$ cat src/rtl/alu_pipe_if.sv
// Request/response bundle for alu_pipe: valid/ready request channel with operands,
// and valid/ready result channel carrying result, status flags, jump and err.
interface alu_pipe_if #(
  parameter int WIDTH = 16
);
  logic             in_valid;
  logic             in_ready;
  logic [1:0]       mode;
  logic             op1;
  logic             op0;
  logic             zx;
  logic             sw;
  logic [2:0]       cond;
  logic [WIDTH-1:0] x;
  logic [WIDTH-1:0] y;
  logic             out_valid;
  logic             out_ready;
  logic [WIDTH-1:0] result;
  logic             flag_zero;
  logic             flag_neg;
  logic             flag_carry;
  logic             jump;
  logic             err;

  modport master (
    output in_valid, mode, op1, op0, zx, sw, cond, x, y, out_ready,
    input  in_ready, out_valid, result, flag_zero, flag_neg, flag_carry, jump, err
  );

  modport slave (
    input  in_valid, mode, op1, op0, zx, sw, cond, x, y, out_ready,
    output in_ready, out_valid, result, flag_zero, flag_neg, flag_carry, jump, err
  );
endinterface

$ cat src/rtl/alu_pipe.sv
// WIDTH-bit logic/arithmetic unit with an iterative shift-add multiplier, status flags,
// jump evaluation and a registered valid/ready result stage.
module alu_pipe #(
  parameter int WIDTH = 16
) (
  input logic       clk,
  input logic       rst,
  alu_pipe_if.slave bus
);
  localparam int CNT_W = $clog2(WIDTH);
  localparam logic [CNT_W-1:0] LAST = CNT_W'(WIDTH - 1);

  typedef enum logic {IDLE, MUL} state_t;

  state_t state, state_nxt;

  logic             in_ready, load_op, load_mul, start_mul;
  logic [WIDTH-1:0] a, b, op_res, mul_res, ld_res;
  logic             op_carry, op_err, mul_carry, ld_carry, ld_err;
  logic [2:0]       ld_cond;
  logic [WIDTH:0]   ext, step_sum;

  logic [WIDTH-1:0]   mcand;
  logic [2*WIDTH-1:0] prod, prod_nxt;
  logic [CNT_W-1:0]   cnt;
  logic               hi_sel;
  logic [2:0]         cond_q;

  logic             out_valid_q, zero_q, neg_q, carry_q, jump_q, err_q;
  logic [WIDTH-1:0] result_q;

  function automatic logic jump_of(input logic [2:0] c, input logic [WIDTH-1:0] r);
    return (c[2] & r[WIDTH-1]) | (c[1] & (r == '0)) | (c[0] & ~r[WIDTH-1] & (r != '0));
  endfunction

  // Single-cycle datapath: operand prep then logic/arithmetic select.
  always_comb begin
    // NOTE: every variable gets a default first so no path through the case infers a latch.
    a        = bus.sw ? bus.y : bus.x;
    b        = bus.sw ? bus.x : bus.y;
    ext      = '0;
    op_res   = '0;
    op_carry = 1'b0;
    op_err   = 1'b0;
    if (bus.zx) a = '0;
    case (bus.mode)
      2'd0: begin
        case ({bus.op1, bus.op0})
          2'b00:   op_res = a & b;
          2'b01:   op_res = a | b;
          2'b10:   op_res = a ^ b;
          default: op_res = ~a;
        endcase
      end
      2'd1: begin
        // Zero-extended subtraction leaves the borrow in the top bit.
        case ({bus.op1, bus.op0})
          2'b00:   ext = {1'b0, a} + {1'b0, b};
          2'b01:   ext = {1'b0, a} + (WIDTH+1)'(1);
          2'b10:   ext = {1'b0, a} - {1'b0, b};
          default: ext = {1'b0, a} - (WIDTH+1)'(1);
        endcase
        op_res   = ext[WIDTH-1:0];
        op_carry = ext[WIDTH];
      end
      2'd3:    op_err = 1'b1;
      default: op_res = '0;
    endcase
  end

  // One shift-add step: prod holds {partial sum, remaining multiplier bits}.
  always_comb begin
    step_sum  = {1'b0, prod[2*WIDTH-1:WIDTH]} + {1'b0, (prod[0] ? mcand : '0)};
    prod_nxt  = {step_sum, prod[WIDTH-1:1]};
    mul_res   = hi_sel ? prod_nxt[2*WIDTH-1:WIDTH] : prod_nxt[WIDTH-1:0];
    mul_carry = ~hi_sel & (prod_nxt[2*WIDTH-1:WIDTH] != '0);
    ld_res    = load_mul ? mul_res   : op_res;
    ld_carry  = load_mul ? mul_carry : op_carry;
    ld_err    = load_mul ? 1'b0      : op_err;
    ld_cond   = load_mul ? cond_q    : bus.cond;
  end

  always_ff @(posedge clk) begin
    if (rst) state <= IDLE;
    else     state <= state_nxt;
  end

  always_comb begin
    state_nxt = state;
    in_ready  = 1'b0;
    load_op   = 1'b0;
    load_mul  = 1'b0;
    start_mul = 1'b0;
    case (state)
      IDLE: begin
        in_ready = ~out_valid_q | bus.out_ready;
        if (bus.in_valid && in_ready) begin
          if (bus.mode == 2'd2) begin
            start_mul = 1'b1;
            state_nxt = MUL;
          end else begin
            load_op = 1'b1;
          end
        end
      end
      MUL: begin
        if (cnt == LAST) begin
          load_mul  = 1'b1;
          state_nxt = IDLE;
        end
      end
      default: state_nxt = IDLE;
    endcase
  end

  // NOTE: multiplier working registers carry no reset; they are always written by
  // start_mul before being read, and rst returns the FSM to IDLE which ignores them.
  always_ff @(posedge clk) begin
    if (start_mul) begin
      mcand  <= a;
      prod   <= {{WIDTH{1'b0}}, b};
      hi_sel <= bus.op0;
      cond_q <= bus.cond;
      cnt    <= '0;
    end else if (state == MUL) begin
      prod <= prod_nxt;
      cnt  <= cnt + CNT_W'(1);
    end
  end

  always_ff @(posedge clk) begin
    if (rst) begin
      out_valid_q <= 1'b0;
      result_q    <= '0;
      zero_q      <= 1'b0;
      neg_q       <= 1'b0;
      carry_q     <= 1'b0;
      jump_q      <= 1'b0;
      err_q       <= 1'b0;
    end else if (load_op || load_mul) begin
      out_valid_q <= 1'b1;
      result_q    <= ld_res;
      zero_q      <= (ld_res == '0);
      neg_q       <= ld_res[WIDTH-1];
      carry_q     <= ld_carry;
      jump_q      <= jump_of(ld_cond, ld_res);
      err_q       <= ld_err;
    end else if (start_mul || bus.out_ready) begin
      out_valid_q <= 1'b0;
    end
  end

  assign bus.in_ready   = in_ready;
  assign bus.out_valid  = out_valid_q;
  assign bus.result     = result_q;
  assign bus.flag_zero  = zero_q;
  assign bus.flag_neg   = neg_q;
  assign bus.flag_carry = carry_q;
  assign bus.jump       = jump_q;
  assign bus.err        = err_q;
endmodule

$ cat src/flat_wrapper.sv
// flat-port wrapper written by rule: the top's interface ports become plain ports
module alu_pipe_flat 
#(
  parameter int WIDTH = 16
)
  (clk, rst, bus_in_valid, bus_mode, bus_op1, bus_op0, bus_zx, bus_sw, bus_cond, bus_x, bus_y, bus_out_ready, bus_in_ready, bus_out_valid, bus_result, bus_flag_zero, bus_flag_neg, bus_flag_carry, bus_jump, bus_err);
  alu_pipe_if #(.WIDTH(WIDTH)) bus_i ();
  input logic clk;
  input logic rst;
  input wire logic [$bits(bus_i.in_valid)-1:0] bus_in_valid;
  input wire logic [$bits(bus_i.mode)-1:0] bus_mode;
  input wire logic [$bits(bus_i.op1)-1:0] bus_op1;
  input wire logic [$bits(bus_i.op0)-1:0] bus_op0;
  input wire logic [$bits(bus_i.zx)-1:0] bus_zx;
  input wire logic [$bits(bus_i.sw)-1:0] bus_sw;
  input wire logic [$bits(bus_i.cond)-1:0] bus_cond;
  input wire logic [$bits(bus_i.x)-1:0] bus_x;
  input wire logic [$bits(bus_i.y)-1:0] bus_y;
  input wire logic [$bits(bus_i.out_ready)-1:0] bus_out_ready;
  output wire logic [$bits(bus_i.in_ready)-1:0] bus_in_ready;
  output wire logic [$bits(bus_i.out_valid)-1:0] bus_out_valid;
  output wire logic [$bits(bus_i.result)-1:0] bus_result;
  output wire logic [$bits(bus_i.flag_zero)-1:0] bus_flag_zero;
  output wire logic [$bits(bus_i.flag_neg)-1:0] bus_flag_neg;
  output wire logic [$bits(bus_i.flag_carry)-1:0] bus_flag_carry;
  output wire logic [$bits(bus_i.jump)-1:0] bus_jump;
  output wire logic [$bits(bus_i.err)-1:0] bus_err;
  assign bus_i.in_valid = bus_in_valid;
  assign bus_i.mode = bus_mode;
  assign bus_i.op1 = bus_op1;
  assign bus_i.op0 = bus_op0;
  assign bus_i.zx = bus_zx;
  assign bus_i.sw = bus_sw;
  assign bus_i.cond = bus_cond;
  assign bus_i.x = bus_x;
  assign bus_i.y = bus_y;
  assign bus_i.out_ready = bus_out_ready;
  assign bus_in_ready = bus_i.in_ready;
  assign bus_out_valid = bus_i.out_valid;
  assign bus_result = bus_i.result;
  assign bus_flag_zero = bus_i.flag_zero;
  assign bus_flag_neg = bus_i.flag_neg;
  assign bus_flag_carry = bus_i.flag_carry;
  assign bus_jump = bus_i.jump;
  assign bus_err = bus_i.err;
  alu_pipe #(.WIDTH(WIDTH)) u_core (.clk(clk), .rst(rst), .bus(bus_i));
endmodule
$ cat config.mk
export PLATFORM = sky130hd
export DESIGN_NAME = alu_pipe_flat
export DESIGN_NICKNAME = d
export VERILOG_FILES = /design/src/rtl/alu_pipe_if.sv /design/src/rtl/alu_pipe.sv /design/src/flat_wrapper.sv
export SDC_FILE = /design/constraint.sdc
export NUM_CORES = 1
export LEC_CHECK = 0
export CORE_UTILIZATION = 53
export DETAILED_ROUTE_END_ITERATION = 10
export DONT_BUFFER_PORTS = 1
export GPL_TIMING_DRIVEN = 0
export PLACE_DENSITY = 0.67
export SLEW_MARGIN = 0
export SYNTH_ARGS = -nofsm -noshare
export SYNTH_HDL_FRONTEND = slang
export SYNTH_SLANG_ARGS = --single-unit
export TNS_END_PERCENT = 50
$ cat constraint.sdc
create_clock -name clk -period 5.7 [get_ports clk]
set_input_delay 1.425 -clock clk [delete_from_list [all_inputs] [get_ports clk]]
set_output_delay 1.425 -clock clk [all_outputs]
set_load 0.005 [all_outputs]
==> run summary, run 1 <==
outcome: completed
Fillers: 1,188
flops & latches, synth: 78
met3 wire len: 1610 um
Crit. End Element: flip-flop
Placed Cells: 1,016
library cells used by synthesis: 81
register area: 1920 um2
RR Endpoint: u_core.bus.jump
Die ar.: 13,900 um2
CTS Sinks: 78
maxcap violations: 0
post-synth top area share: 15.2%
Register-to-Register Setup Slack: 1.90 ns
vias per std cell: 6.48
Tcrit/Tclk final: 97.5%
Setup TNS: 0 ns
PwrDens: 270 nW/um2
Global Route Usage Sum: 32.8%
wl on met1: 9710 um
Hold Crit Class: reg -> reg
Max Buffers Root-to-Sink: 2
Mean Syn Cell Area: 8.42 um2
via count: 6,704
std cell rows: 41
final hold vios: 0
Chip Height: 118 um
# diodes: 0
TritonRoute pass-1 iters: 7
most common cell in the synthesized netlist: nor2_1
min-delay src: u_core.prod[16]
Core Box Area: 12,800 um2
initial antenna violation count: 1
maximum vdd drop: 0.000145 V
Worst R2R Path Depth: 13
post-synth top area cell: edfxtp_1
Synth area leaders: edfxtp_1 15%, ha_1 12%, dfxtp_1 12%
RD Place Congestion: 0.934
Critical Path RT: 5.97 ns
Clock Skew: 0.00894 ns
Post-synth ARST share: 0%
startpoint type of the worst setup path: primary input
clk_lat worst skew: 0.34 ns
total CTS buffers: 9
DP HPWL: 17,700 um
area of the multi-input gates: 4920 um2
top cells by count, synth: 93 x nor2_1, 68 x ha_1, 60 x a21oi_1, 56 x nand2_1, 50 x inv_1
GRT overflow: 0
crit path time final: 5.56 ns
leakage power total: 3.24 nW
I/O Buffers: 0
Highest Clock Rate: 180 MHz
DRC viols: 0
worst hold path depth: 2
CTS tree: done
post-route cell area: 7830 um2
Final setup viols: 0
crit path launch: bus_sw
IO Pins: 68
Non-Filler Instances: 1,035
critical path class: in -> reg
largest net degree at the start of global routing: 30
Worst Hold Endpoint: u_core.prod[16]
ANT nets after route: 0
number of global-route vias before repair: 6,440
Post-synth EDFFs: 36
die extent in x: 118 um
H-tree levels: 3
max layer used: met5
Relative slew margins: 34.7%
ys flop type: dfxtp_1
Clk pin slew, worst setup/hold paths: 0.06 ns
layout cell share with drive strength beyond 1: 9.62%
Initial Utilization: 55.4%
Yosys Warn Count: 0
drt first-iter violations: 670
Final nets: 973
Arr. time, crit path: 5.83 ns
dpl cell area: 7320 um2
met2 routed WL: 10,500 um
fin util: 61.1%
Post-Route Hold Slack: 0.465 ns
CTS root buffer: clkbuf_16
P&R area growth vs syn: 10.2%
worst slew pin tran: 0.955 ns
post-synthesis sequential area ratio: 27.0%
syn nets: 959
worst-path maximum fanout: 10
first-pass GRT wire length: 35,300 um
Routed wire per std cell: 21.8 um
drt total wl: 22,600 um
fin. max-slew vios: 0
mapped cell area: 7110 um2
Critical R2R Launch: u_core.prod[0]
Mapped Cells: 844
[worst max-delay path, stage by stage]
cell and delay [ns]:
buf_2 0.17, buf_6 0.23, mux2i_4 0.30, ha_1 0.22, and3_1 0.23, and3_1 0.22, mux2i_1 0.21, o21ai_0 0.10
ha_1 0.29, clkbuf_1 0.28, a21oi_1 0.15, o22ai_1 0.29, a31oi_4 0.12, mux2i_2 0.25, a211o_1 0.40, and4b_1 0.35
o2111ai_1 0.16, nor3_2 0.21, mux2i_1 0.21
[what timing repair did]
action,4_1_cts,5_1_grt
hold buffers,0,0
resized for setup,14,16
setup endpoints to repair,4,2
buffers inserted,0,5
[state kept, by name (all words and copies together), names as in the netlist]
register,cells
u_core.bus.result,16
u_core.mcand,16
u_core.prod,32
u_core.hi_sel,1
u_core.state,1
u_core.cnt,4
u_core.bus.flag_carry,1
u_core.bus.jump,1
u_core.bus.flag_zero,1
u_core.bus.err,1
u_core.bus.out_valid,1
u_core.cond_q,3
[stage by stage]
step	power, mW	worst slack (ns)
after detailed placement	1.42	-0.882
after global routing	2.22	-0.00431
after CTS	2.08	0.0597
after global placement	1.40	-0.828
final	2.11	0.143
after floorplan	1.23	0.277
[layer usage]
metal	up-vias	GRT usage (%)
li1	3137	-
met1	3223	43.0
met2	299	54.4
met3	43	4.51
met4	2	12.8
met5	-	0
[area by class of cell]
cell class / instances / area share (%)
clock buffer: 10 / 2.92
buffer: 45 / 2.68
clock inverter: 6 / 1.39
tap: 172 / 2.75
inverter: 51 / 2.44
multi-input combinational: 668 / 62.8
timing repair buffer: 5 / 0.479
sequential: 78 / 24.5
[cells by family after synthesis]
| family | after synthesis | synth area share (%) |
|---|---|---|
| flops | 78 | 27.0 |
| simple gates | 277 | 19.9 |
| fa+ha+maj | 70 | 12.5 |
| mux | 51 | 8.06 |
| buf+inv | 98 | 5.65 |
| compound gates | 242 | 23.3 |
| xor+xnor | 28 | 3.45 |
[power breakdown]
part,leakage [nW],switching [mW],total (mW),internal (mW)
Sequential,0.678,0.0429,0.697,0.654
Combinational,2.40,0.468,0.755,0.287
Clock,0.163,0.234,0.661,0.427
Total,3.24,0.745,2.11,1.37
[worst max path at each step]
stage / endpoint / slack [ns] / cells past startpoint
after floorplan: u_core.bus.jump / 0.28 / 20
after global placement: u_core.bus.jump / -0.83 / 20
after detailed placement: u_core.bus.jump / -0.88 / 16
after CTS: u_core.bus.jump / 0.06 / 18
after global routing: u_core.bus.jump / -0.004 / 20
final: u_core.bus.jump / 0.14 / 19
[placed cells by master (no fill, tap or decap), types with 9 or more instances in the layout]
cell type and count:
xor2_1 10, mux2i_1 33, nor3_1 17, dfxtp_1 42, and3_1 9, clkbuf_16 9, a21o_1 10, o21ai_1 10
a22o_1 14, buf_2 9, nor2b_1 16, and2_1 18, o21ai_0 35, inv_1 50, clkbuf_1 28, o211ai_1 12
nand2_1 56, ha_1 67, xnor2_1 18, a21oi_1 60, a31oi_1 9, o21a_1 9, a211oi_1 18, nor2_1 93
edfxtp_1 36
No activity file was read; power rests on OpenSTA's default activity.
==> run 2: changes to the inputs <==
--- a/config.mk
+++ b/config.mk
@@ -5,11 +5,11 @@
 export SDC_FILE = /design/constraint.sdc
 export NUM_CORES = 1
 export LEC_CHECK = 0
-export CORE_UTILIZATION = 53
+export CORE_UTILIZATION = 55
 export DETAILED_ROUTE_END_ITERATION = 10
 export DONT_BUFFER_PORTS = 1
 export GPL_TIMING_DRIVEN = 0
-export PLACE_DENSITY = 0.67
+export PLACE_DENSITY = 0.69
 export SLEW_MARGIN = 0
 export SYNTH_ARGS = -nofsm -noshare
 export SYNTH_HDL_FRONTEND = slang
==> run 2 against run 1 <==
  * Flip-flop and latch count unchanged
  * Non-clock buffer count decreased by 2
  * Register-to-register slack got worse by 0.03 ns
  * Clock power decreased by 8.0%
  * Cell area decreased by 0.51%
  * Clock skew decreased by 0.00076 ns
  * Critical path depth decreased by 2
  * Via count decreased by 3.1%
  * Setup slack got worse by 0.0087 ns
  * Clock-buffer cell count increased by 1
  * Sequential share of layout area increased by 0.13 points
  * Combinational power decreased by 2.6%
  * Critical path type unchanged
==> run summary, run 2 (synthesis results as in run 1) <==
Arr. time, crit path: 5.85 ns (+0.02 ns)
worst hold path depth: 2 (unchanged)
worst-path cell chain: clkbuf_2 -> clkbuf_2 -> buf_2 -> clkbuf_1 -> nand2b_1 -> ha_1 -> inv_1 -> fa_1 -> a211oi_1 -> o21ai_1 -> a2111oi_2 -> nor4_1 -> nor3_1 -> a221o_1 -> o211ai_1 -> nor3_2 -> mux2i_1
maximum vdd drop: 0.000143 V (-1.0%)
GRT overflow: 0 (unchanged)
ANT nets after route: 0 (unchanged)
critical path class: in -> reg
CTS root buffer: clkbuf_16
die extent in x: 116 um (-1.8%)
vias per std cell: 6.29 (-2.8%)
IO Pins: 68 (unchanged)
H-tree levels: 3 (unchanged)
CTS tree: done
layout cell share with drive strength beyond 1: 9.19% (-0.43 points)
std cell rows: 41 (unchanged)
final hold vios: 0 (unchanged)
P&R area growth vs syn: 9.67%
P_sw: 0.727 mW (-2.3%)
max reg flops: 32 (unchanged)
Final setup viols: 0 (unchanged)
startpoint type of the worst setup path: primary input
Clock Power Share: 29.8% (-1.5 points)
RD Place Congestion: 0.939 (+0.45%)
total CTS buffers: 9 (unchanged)
min-delay src: u_core.bus.result[6]
leakage power total: 3.24 nW (about the same)
TritonRoute pass-1 iters: 5 (-2)
first-pass GRT wire length: 32,600 um (-7.6%)
# hold bufs at CTS: 0 (unchanged)
worst slew pin tran: 1.02 ns (+0.0646 ns)
final worst slack: 0.135 ns (-0.00874 ns)
crit path time final: 5.57 ns (+0.00874 ns)
Highest Clock Rate: 180 MHz (-0.16%)
clk_lat worst skew: 0.35 ns (about the same)
largest net degree at the start of global routing: 30 (unchanged)
Critical Path RT: 5.98 ns (about the same)
CTS Sinks: 78 (unchanged)
initial antenna violation count: 0 (-1)
Slowest Stage Delay on Critical Path: 0.47 ns (+0.07 ns)
Hold Crit Class: reg -> reg
Die ar.: 13,400 um2 (-3.6%)
Net Sw Frac: 35.6% (+0.37 points)
RR Endpoint: u_core.bus.jump
Routed wire per std cell: 20.7 um (-5.1%)
Crit. End Element: flip-flop
Relative slew margins: 30.3% (-4.4 points)
Initial Utilization: 56.3% (+0.90 points)
I/O Buffers: 0 (unchanged)
pre-CTS setup slack: -0.720 ns (+0.162 ns)
Worst R2R Path Depth: 12 (-1)
DP HPWL: 17,000 um (-4.3%)
Tcrit/Tclk final: 97.6% (+0.15 points)
Core Box Area: 12,600 um2 (-1.6%)
Pint: 1.32 mW (-3.9%)
DRC viols: 0 (unchanged)
CP dominant cell by count: clkbuf_2
PwrDens: 262 nW/um2 (-2.9%)
number of global-route vias before repair: 6,223 (-3.4%)
drt total wl: 21,400 um (-5.4%)
outcome: completed
# diodes: 0 (unchanged)
Logic pwr share: 36.0% (+0.3 points)
critical path's slowest cell: a211oi_1
Most flops, register: u_core.prod
maxcap violations: 0 (unchanged)
Clk pin slew, worst setup/hold paths: 0.06 ns (about the same)
fin. max-slew vios: 0 (unchanged)
commonest non-fill, non-tap cell in the layout: nor2_1
Clock Skew: 0.00819 ns (-0.000756 ns)
via count: 6,496 (-3.1%)
drt first-iter violations: 514 (-23%)
Critical R2R Launch: u_core.prod[0]
Final nets: 971 (-0.21%)
PnR Total Power: 2.04 mW (-3.4%)
worst-path maximum fanout: 10 (unchanged)
Reg power frac: 34.2% (+1.2 points)
Global Route Usage Sum: 32.7% (-0.071 points)
Chip Height: 116 um (-1.8%)
Register-to-Register Setup Slack: 1.87 ns (-0.03 ns)
Worst Hold Endpoint: u_core.bus.result[6]
Setup TNS: 0 ns (unchanged)
most frequent cells in the layout: 93 x nor2_1, 67 x ha_1, 60 x a21oi_1
Max Buffers Root-to-Sink: 2 (unchanged)
run 2: cell types whose count changed in the layout (fill, tap and decap cells not counted), moves of 2 or more:
| cell | change |
|---|---|
| bufinv_16 | -2 |
| buf_4 | -2 |
| mux2i_1 | +2 |
| o21ai_1 | -2 |
| mux2i_2 | -2 |
| o21ai_0 | +2 |
run 2: timing repair:
item / CTS / global route
setup buffers: 0 / 3
endpoints found under the setup margin: 3 / 3
pin swaps: 0 / 1
gates cloned: 0 / 0
resized for setup: 12 / 15
run 2: metrics by stage:
step           area, um2  util [%]  instances  hold WS, ns
6_report            7790      61.8       1032        0.470
5_1_grt             7790      61.8       1032        0.504
4_1_cts             7680      60.9       1029        0.473
3_5_place_dp        7320      58.0       1016        0.466
3_3_place_gp        7320      58.0       1016        0.449
2_1_floorplan       7110         -        844        0.429
run 2: power groups by stage:
stage / logic [mW] / registers (mW) / clock network, mW
after floorplan: 0.537 / 0.694 / 0
after global routing: 0.805 / 0.705 / 0.634
after CTS: 0.708 / 0.698 / 0.608
after global placement: 0.683 / 0.707 / 0
final: 0.735 / 0.699 / 0.608
after detailed placement: 0.700 / 0.708 / 0
run 2: cell type report:
type	count	area (um2)
multi-input cells	668	4920
fillers	1141	4830
flip-flops and latches	78	1920
clock buffers	11	264
well taps	172	215
plain buffers	45	210
inverters	51	191
clock inverters	4	52.6
repair buffers	3	22.5
run 2: worst max path at each step:
stage,start,endpoint,slack [ns],cells after the start
global route,bus_sw,u_core.bus.jump,-0.07,19
detailed placement,bus_sw,u_core.bus.jump,-0.72,19
CTS,bus_sw,u_core.bus.jump,0.02,19
finish,bus_op0,u_core.bus.jump,0.13,17
global placement,bus_sw,u_core.bus.jump,-0.73,20
floorplan,bus_sw,u_core.bus.jump,0.28,20
run 2: layer usage:
| metal | part of all wire, % | vias to the layer above | global-route usage [%] | routed length (um) |
|---|---|---|---|---|
| met1 | 43 | 3022 | 42.6 | 9260 |
| met5 | 0 | - | 0 | 0 |
| li1 | - | 3129 | - | - |
| met3 | 7.2 | 47 | 5.65 | 1540 |
| met2 | 46 | 298 | 53.5 | 9800 |
| met4 | 3.5 | 0 | 14.3 | 755 |
run 2: critical path: cells and delay by family:
family                     cells  cell delay [ns]
adders and majority gates      2             0.58
buffers and inverters          5             1.28
muxes                          1             0.22
and+or+nand+nor                4             0.88
AOI/OAI and AO/OA              5             1.44
